### config.mk
export PLATFORM = sky130hd
export DESIGN_NAME = tube_scan_driver
export DESIGN_NICKNAME = d
export VERILOG_FILES = /design/src/rtl/tube_scan_driver.sv
export SDC_FILE = /design/constraint.sdc
export NUM_CORES = 1
export LEC_CHECK = 0
export CAP_MARGIN = 20
export CORE_UTILIZATION = 59
export DETAILED_ROUTE_END_ITERATION = 10
export PLACE_DENSITY = 0.85
export SLEW_MARGIN = 20
export SYNTH_ARGS = -nofsm -noshare
export SYNTH_HDL_FRONTEND = slang
export SYNTH_SLANG_ARGS = --single-unit
### constraint.sdc
create_clock -name clk -period 9.7 [get_ports clk]
set_clock_uncertainty 0.05 [all_clocks]
set_input_delay 1.455 -clock clk [delete_from_list [all_inputs] [get_ports clk]]
set_output_delay 1.455 -clock clk [all_outputs]
set_load 0.01 [all_outputs]
### src/rtl/tube_scan_driver.sv
// Scans hh.mm.ss across a 6-digit common-segment 7-seg tube: binary -> 2 decimal digits -> segment pattern.
// Latency: seg/dig_sel are registered one clk after the internal scan state. Input values are adopted at frame start.
// Backpressure: none. The display free-runs, and blink gating is applied live per slot.
module tube_scan_driver #(
  parameter int SCAN_DIV       = 1000,
  parameter int BLANK_CYC      = 8,
  parameter int BLINK_DIV      = 250000,
  parameter int SEG_ACTIVE_LOW = 1,
  parameter int DIG_ACTIVE_LOW = 1
) (
  input  logic       clk,
  input  logic       rst_n,
  input  logic [6:0] display_hour,
  input  logic [6:0] display_min,
  input  logic [6:0] display_sec,
  input  logic       blink_hour,
  input  logic       blink_min,
  output logic [7:0] seg,
  output logic [5:0] dig_sel
);

  localparam int SW = (SCAN_DIV > 1) ? $clog2(SCAN_DIV) : 1;
  localparam int BW = (BLINK_DIV > 1) ? $clog2(BLINK_DIV) : 1;

  localparam logic [SW-1:0] SCAN_LAST  = SW'(SCAN_DIV - 1);
  localparam logic [SW-1:0] BLANK_END  = SW'(BLANK_CYC);
  localparam logic [BW-1:0] BLINK_LAST = BW'(BLINK_DIV - 1);

  // Unlit / deselected levels after polarity is applied
  localparam logic [7:0] SEG_OFF = (SEG_ACTIVE_LOW != 0) ? 8'hFF : 8'h00;
  localparam logic [5:0] DIG_OFF = (DIG_ACTIVE_LOW != 0) ? 6'h3F : 6'h00;

  localparam logic [6:0] DASH = 7'h40;

  // Scan state
  logic [SW-1:0] scan_cnt;
  logic [2:0]    idx;
  logic          scan_wrap;
  logic          frame_wrap;

  // Frame snapshot of the displayed values
  logic [6:0]    hour_q;
  logic [6:0]    min_q;
  logic [6:0]    sec_q;
  logic          snap_pending;
  logic [6:0]    hour_v;
  logic [6:0]    min_v;
  logic [6:0]    sec_v;

  // Blink timebase
  logic [BW-1:0] blink_cnt;
  logic          blink_phase;

  // Per-slot decode
  logic [6:0]    pair_val;
  logic [7:0]    pair_dec;
  logic [3:0]    digit_val;
  logic [6:0]    glyph;
  logic          dp_on;
  logic          slot_blank;
  logic          pair_blinked;
  logic [7:0]    seg_nxt;
  logic [5:0]    dig_nxt;

  // Binary 0..99 to {tens, units} by bounded repeated subtraction of ten.
  function automatic logic [7:0] to_dec(input logic [6:0] v);
    logic [3:0] tens;
    logic [6:0] rem;
    tens = 4'd0;
    rem  = v;
    for (int i = 0; i < 9; i++) begin
      if (rem >= 7'd10) begin
        rem  = rem - 7'd10;
        tens = tens + 4'd1;
      end
    end
    return {tens, rem[3:0]};
  endfunction

  // Decimal digit to active-high {g,f,e,d,c,b,a} pattern.
  function automatic logic [6:0] enc7(input logic [3:0] d);
    logic [6:0] p;
    case (d)
      4'd0:    p = 7'h3F;
      4'd1:    p = 7'h06;
      4'd2:    p = 7'h5B;
      4'd3:    p = 7'h4F;
      4'd4:    p = 7'h66;
      4'd5:    p = 7'h6D;
      4'd6:    p = 7'h7D;
      4'd7:    p = 7'h07;
      4'd8:    p = 7'h7F;
      4'd9:    p = 7'h6F;
      default: p = DASH;
    endcase
    return p;
  endfunction

  assign scan_wrap  = (scan_cnt == SCAN_LAST);
  assign frame_wrap = scan_wrap && (idx == 3'd5);

  // The first cycle after reset shows the live inputs so that frame 0 never displays the cleared snapshot.
  assign hour_v = snap_pending ? display_hour : hour_q;
  assign min_v  = snap_pending ? display_min  : min_q;
  assign sec_v  = snap_pending ? display_sec  : sec_q;

  // Digit slot advance: scan_cnt wraps every SCAN_DIV cycles, and idx walks 0..5.
  always_ff @(posedge clk or negedge rst_n) begin
    if (!rst_n) begin
      scan_cnt <= '0;
      idx      <= 3'd0;
    end else if (scan_wrap) begin
      scan_cnt <= '0;
      idx      <= (idx == 3'd5) ? 3'd0 : idx + 3'd1;
    end else begin
      scan_cnt <= scan_cnt + 1'b1;
    end
  end

  // Capture the three values once per frame so that a digit pair never tears mid-scan.
  always_ff @(posedge clk or negedge rst_n) begin
    if (!rst_n) begin
      snap_pending <= 1'b1;
      hour_q       <= 7'd0;
      min_q        <= 7'd0;
      sec_q        <= 7'd0;
    end else begin
      snap_pending <= 1'b0;
      if (snap_pending || frame_wrap) begin
        hour_q <= display_hour;
        min_q  <= display_min;
        sec_q  <= display_sec;
      end
    end
  end

  // Free-running blink half-period timer. The phase flips on each wrap.
  always_ff @(posedge clk or negedge rst_n) begin
    if (!rst_n) begin
      blink_cnt   <= '0;
      blink_phase <= 1'b0;
    end else if (blink_cnt == BLINK_LAST) begin
      blink_cnt   <= '0;
      blink_phase <= ~blink_phase;
    end else begin
      blink_cnt <= blink_cnt + 1'b1;
    end
  end

  // Pick the value pair for the current slot, then select the tens or units digit.
  always_comb begin
    pair_val = hour_v;
    case (idx)
      3'd0, 3'd1: pair_val = sec_v;
      3'd2, 3'd3: pair_val = min_v;
      default:    pair_val = hour_v;
    endcase
    pair_dec  = to_dec(pair_val);
    digit_val = idx[0] ? pair_dec[7:4] : pair_dec[3:0];
    // Out-of-range values show a dash on both digits of the pair.
    glyph     = (pair_val >= 7'd100) ? DASH : enc7(digit_val);
    dp_on     = (idx == 3'd2) || (idx == 3'd4);
  end

  // Slot gating: a blank lead-in per slot, plus set-mode blinking of the hour/min pairs.
  always_comb begin
    slot_blank   = (scan_cnt < BLANK_END);
    pair_blinked = blink_phase &&
                   ((blink_hour && (idx == 3'd4 || idx == 3'd5)) ||
                    (blink_min  && (idx == 3'd2 || idx == 3'd3)));
    seg_nxt = 8'h00;
    dig_nxt = 6'h00;
    if (!slot_blank) begin
      dig_nxt = 6'b000001 << idx;
      if (!pair_blinked) begin
        seg_nxt = {dp_on, glyph};
      end
    end
  end

  // Register the outputs and apply the pin polarity at the last stage.
  always_ff @(posedge clk or negedge rst_n) begin
    if (!rst_n) begin
      seg     <= SEG_OFF;
      dig_sel <= DIG_OFF;
    end else begin
      seg     <= (SEG_ACTIVE_LOW != 0) ? ~seg_nxt : seg_nxt;
      dig_sel <= (DIG_ACTIVE_LOW != 0) ? ~dig_nxt : dig_nxt;
    end
  end

endmodule

==> impl_metrics.csv <==
group,metric,value,unit
logic_synthesis,muxShareOfSynthArea,0.0894,
power_and_ir_drop,power.net_switching,0.331,mW
outcome,status,"completed",
critical_path,cp_common_cell,"ha_1",
clock_tree,h-tree-depth,3,
sta,rsz0062_at_grt,"no",
sta,fin_setup_tns,0,ns
clock_tree,worstSkewPairLatency,0.37,ns
power_and_ir_drop,p_sw_frac,0.358,
placement,dp_cells,619,
logic_synthesis,synth_xor_area_frac,0.0683,
layout,drive_above_1_share,0.201,
logic_synthesis,synthAdderAreaFrac,0.0442,
logic_synthesis,synth_top_family_by_area,"compound AO/OA/AOI/OAI gates",
die,start_util,0.617,
power_and_ir_drop,p_comb_frac,0.371,
hold_path,hold_class,"reg -> reg",
routing,firstDrtPassIters,5,
routing,drt_iter0_markers,224,
routing,via_per_inst,6.23,
clock_tree,post_cts_buffers,0,
placement,port_buffers,38,
layout,most-common-layout-cells,"53 x dfrtp_1, 48 x nor2_1, 44 x nand2_1",
logic_synthesis,ys.flop_type,"dfrtp_1",
layout,final_cell_count_no_fill,635,
logic_synthesis,ys_seq_area_frac,0.357,
sta,fin_crit_sh,0.895,
run,cap_violations,0,
clock_tree,clk_path_buf_depth,2,
die,chipWidth,92.4,µm
sta,hold_violations,0,
sta,whs,0.448,ns
clock_tree,path_clk_slew,0.10,ns
global_routing,grt_pass1_vias,3870,
critical_path,critPathKind,"reg -> reg",
routing,num_vias,3958,
logic_synthesis,synth_area,4820,µm²
logic_synthesis,syn_nets,538,
routing,drtAntennaViolNets,0,
sta,setup_violations,0,
clock_tree,clock_sinks,68,
logic_synthesis,ys_ff_latch,68,
logic_synthesis,yosys.area.top_type_share,0.275,
global_routing,grt_pass1_wl,18400,µm
placement,gp_congestion,0.920,
die,die_h,92.4,µm
logic_synthesis,async_flop_share,1.00,
clock_tree,cts_resized,0,
critical_path,end_kind,"flip-flop",
global_routing,track_usage,0.272,
layout,layout_commonest_cell,"dfrtp_1",
routing,avgRoutedWirePerCell,17.1,µm
logic_synthesis,synth_compound_area_frac,0.204,
clock_tree,cts_buffers,9,
global_routing,antenna_found_initial,0,
sta,slew_headroom,0.434,
routing,drt_wl_total,10800,µm
sta,maxSlewViolCount,0,
sta,period_minus_slack,8.68,ns
die,fp.coreArea,7810,µm²
clock_tree,cts_tree,"built",
logic_synthesis,synth_area_per_cell,9.71,µm²
power_and_ir_drop,cellPowerDensity,170,nW/µm²
power_and_ir_drop,seq_power_share,0.352,
power_and_ir_drop,intPower,0.592,mW
logic_synthesis,synth_edf_count,0,
logic_synthesis,postSynthCellCount,496,
routing,post-route-drc-count,0,
logic_synthesis,synth_top_area_cell,"dfrtp_1",
sta,worst_pin_slew,0.849,ns
layout,area_growth_syn_to_layout,12.4,%
critical_path,rrSetupSlack,1.02,ns
die,pin_count,39,
logic_synthesis,ys_top_cells_by_area,"dfrtp_1 28%, dfstp_2 8.2%, mux2_2 4.9%, ha_1 4.4%, mux2i_1 3.7%",
power_and_ir_drop,ir_drop,0.130,mV
clock_tree,hold_buffers,0,
power_and_ir_drop,p_leak,2.27,nW
critical_path,cp-start-kind,"flip-flop",
placement,hpwl,7540,µm
global_routing,grt_overflow,0,
power_and_ir_drop,clockPowerShare,0.277,
sta,fmax,115,MHz
critical_path,max_stage_delay,0.89,ns
logic_synthesis,synth-warning-count,0,
die,fp-row-count,32,
die,dieArea,8530,µm²
logic_synthesis,synth_simple_gate_area_frac,0.195,
critical_path,cpMaxStageDelayCell,"dfrtp_1",
critical_path,cp_max_fo,23,
clock_tree,cts_root_buffer,"clkbuf_8",
global_routing,grt_start_max_net_pins,69,
layout,diodes,0,
critical_path,required,9.93,ns
logic_synthesis,ys_types,88,
layout,fin_nets,570,
layout,fill_cells,568,
critical_path,worst_ep_arrival_time,8.90,ns
-- sequential cells by signal, indices dropped and copies added, names as in the netlist --
name          flops
blink_cnt        18
blink_phase       1
dig_sel           6
hour_q            7
idx               3
min_q             7
scan_cnt         10
sec_q             7
seg               8
snap_pending      1
-- power groups by stage --
| stage | clock network, mW | logic, mW | registers [mW] |
|---|---|---|---|
| CTS | 0.258 | 0.339 | 0.324 |
| detailed placement | 0 | 0.336 | 0.329 |
| floorplan | 0 | 0.244 | 0.333 |
| finish | 0.256 | 0.343 | 0.324 |
| global route | 0.267 | 0.376 | 0.327 |
| global placement | 0 | 0.324 | 0.329 |
-- final timing paths --
| kind | from | to | cells past startpoint |
|---|---|---|---|
| min reg2reg | blink_cnt[0]$_DFF_PN0_ | blink_cnt[0]$_DFF_PN0_ | 1 |
| max reg2reg | idx[0]$_DFFE_PN0N_ | seg[0]$_DFF_PN1_ | 33 |
| min | blink_cnt[0]$_DFF_PN0_ | blink_cnt[0]$_DFF_PN0_ | 1 |
| max | idx[0]$_DFFE_PN0N_ | seg[0]$_DFF_PN1_ | 33 |
| max in group asynchronous | rst_n | scan_cnt[7]$_DFF_PN0_ | 2 |
| min in group asynchronous | rst_n | min_q[1]$_DFFE_PN0P_ | 2 |
-- metal layers --
| metal | vias up | global-route usage | share of wire |
|---|---|---|---|
| met2 | 141 | 0.452 | 0.49 |
| met5 | - | 0 | 0 |
| li1 | 1886 | - | - |
| met3 | 17 | 0.0419 | 0.055 |
| met4 | 0 | 0.0807 | 0.013 |
| met1 | 1914 | 0.366 | 0.45 |
-- cell families (layout without fill, tap and decap cells) --
family	after synthesis	count (layout)
AOI/OAI and AO/OA	123	123
adders and majority gates	17	17
buffers and inverters	34	71
xor gates and xnor gates	35	35
and+or+nand+nor	178	178
other	1	1
DFF	68	68
muxes	40	40
-- synthesized netlist by cell type (6+ instances only) --
master / instances
a21oi_1: 16
a31oi_1: 9
buf_6: 7
clkbuf_1: 8
dfrtp_1: 53
dfstp_2: 15
ha_1: 17
inv_1: 12
mux2_2: 21
mux2i_1: 18
nand2_1: 44
nand3_1: 21
nand4_1: 7
nor2_1: 48
nor3_1: 9
o21ai_0: 25
or3_1: 6
xnor2_1: 14
xor2_1: 19
-- final cells by class --
class / instances / area, µm² / area share
clock inverter: 7 / 82.6 / 0.0152
sequential: 68 / 1720 / 0.318
tap: 102 / 128 / 0.0236
inverter: 12 / 45.0 / 0.00832
timing repair buffer: 43 / 413 / 0.0762
clock buffer: 9 / 124 / 0.0229
multi-input combinational: 394 / 2900 / 0.536
-- critical path, delay by kind of cell (launching register included) --
kind	cells	cell delay (ns)
DFF	1	0.89
xor gates and xnor gates	1	0.22
and+or+nand+nor	11	1.81
buffers and inverters	1	0.17
AOI/OAI and AO/OA	9	2.00
adders and majority gates	9	2.97
muxes	2	0.48
-- metrics by stage --
stage	util	setup slack, ns	cell area (µm²)	total power [mW]
2_1_floorplan	-	2.12	4820	0.576
3_3_place_gp	0.667	1.35	5210	0.653
3_5_place_dp	0.667	0.997	5210	0.665
4_1_cts	0.694	1.09	5420	0.921
5_1_grt	0.694	0.382	5420	0.971
6_report	0.694	1.02	5420	0.923
(Power assumes the default switching activity.)
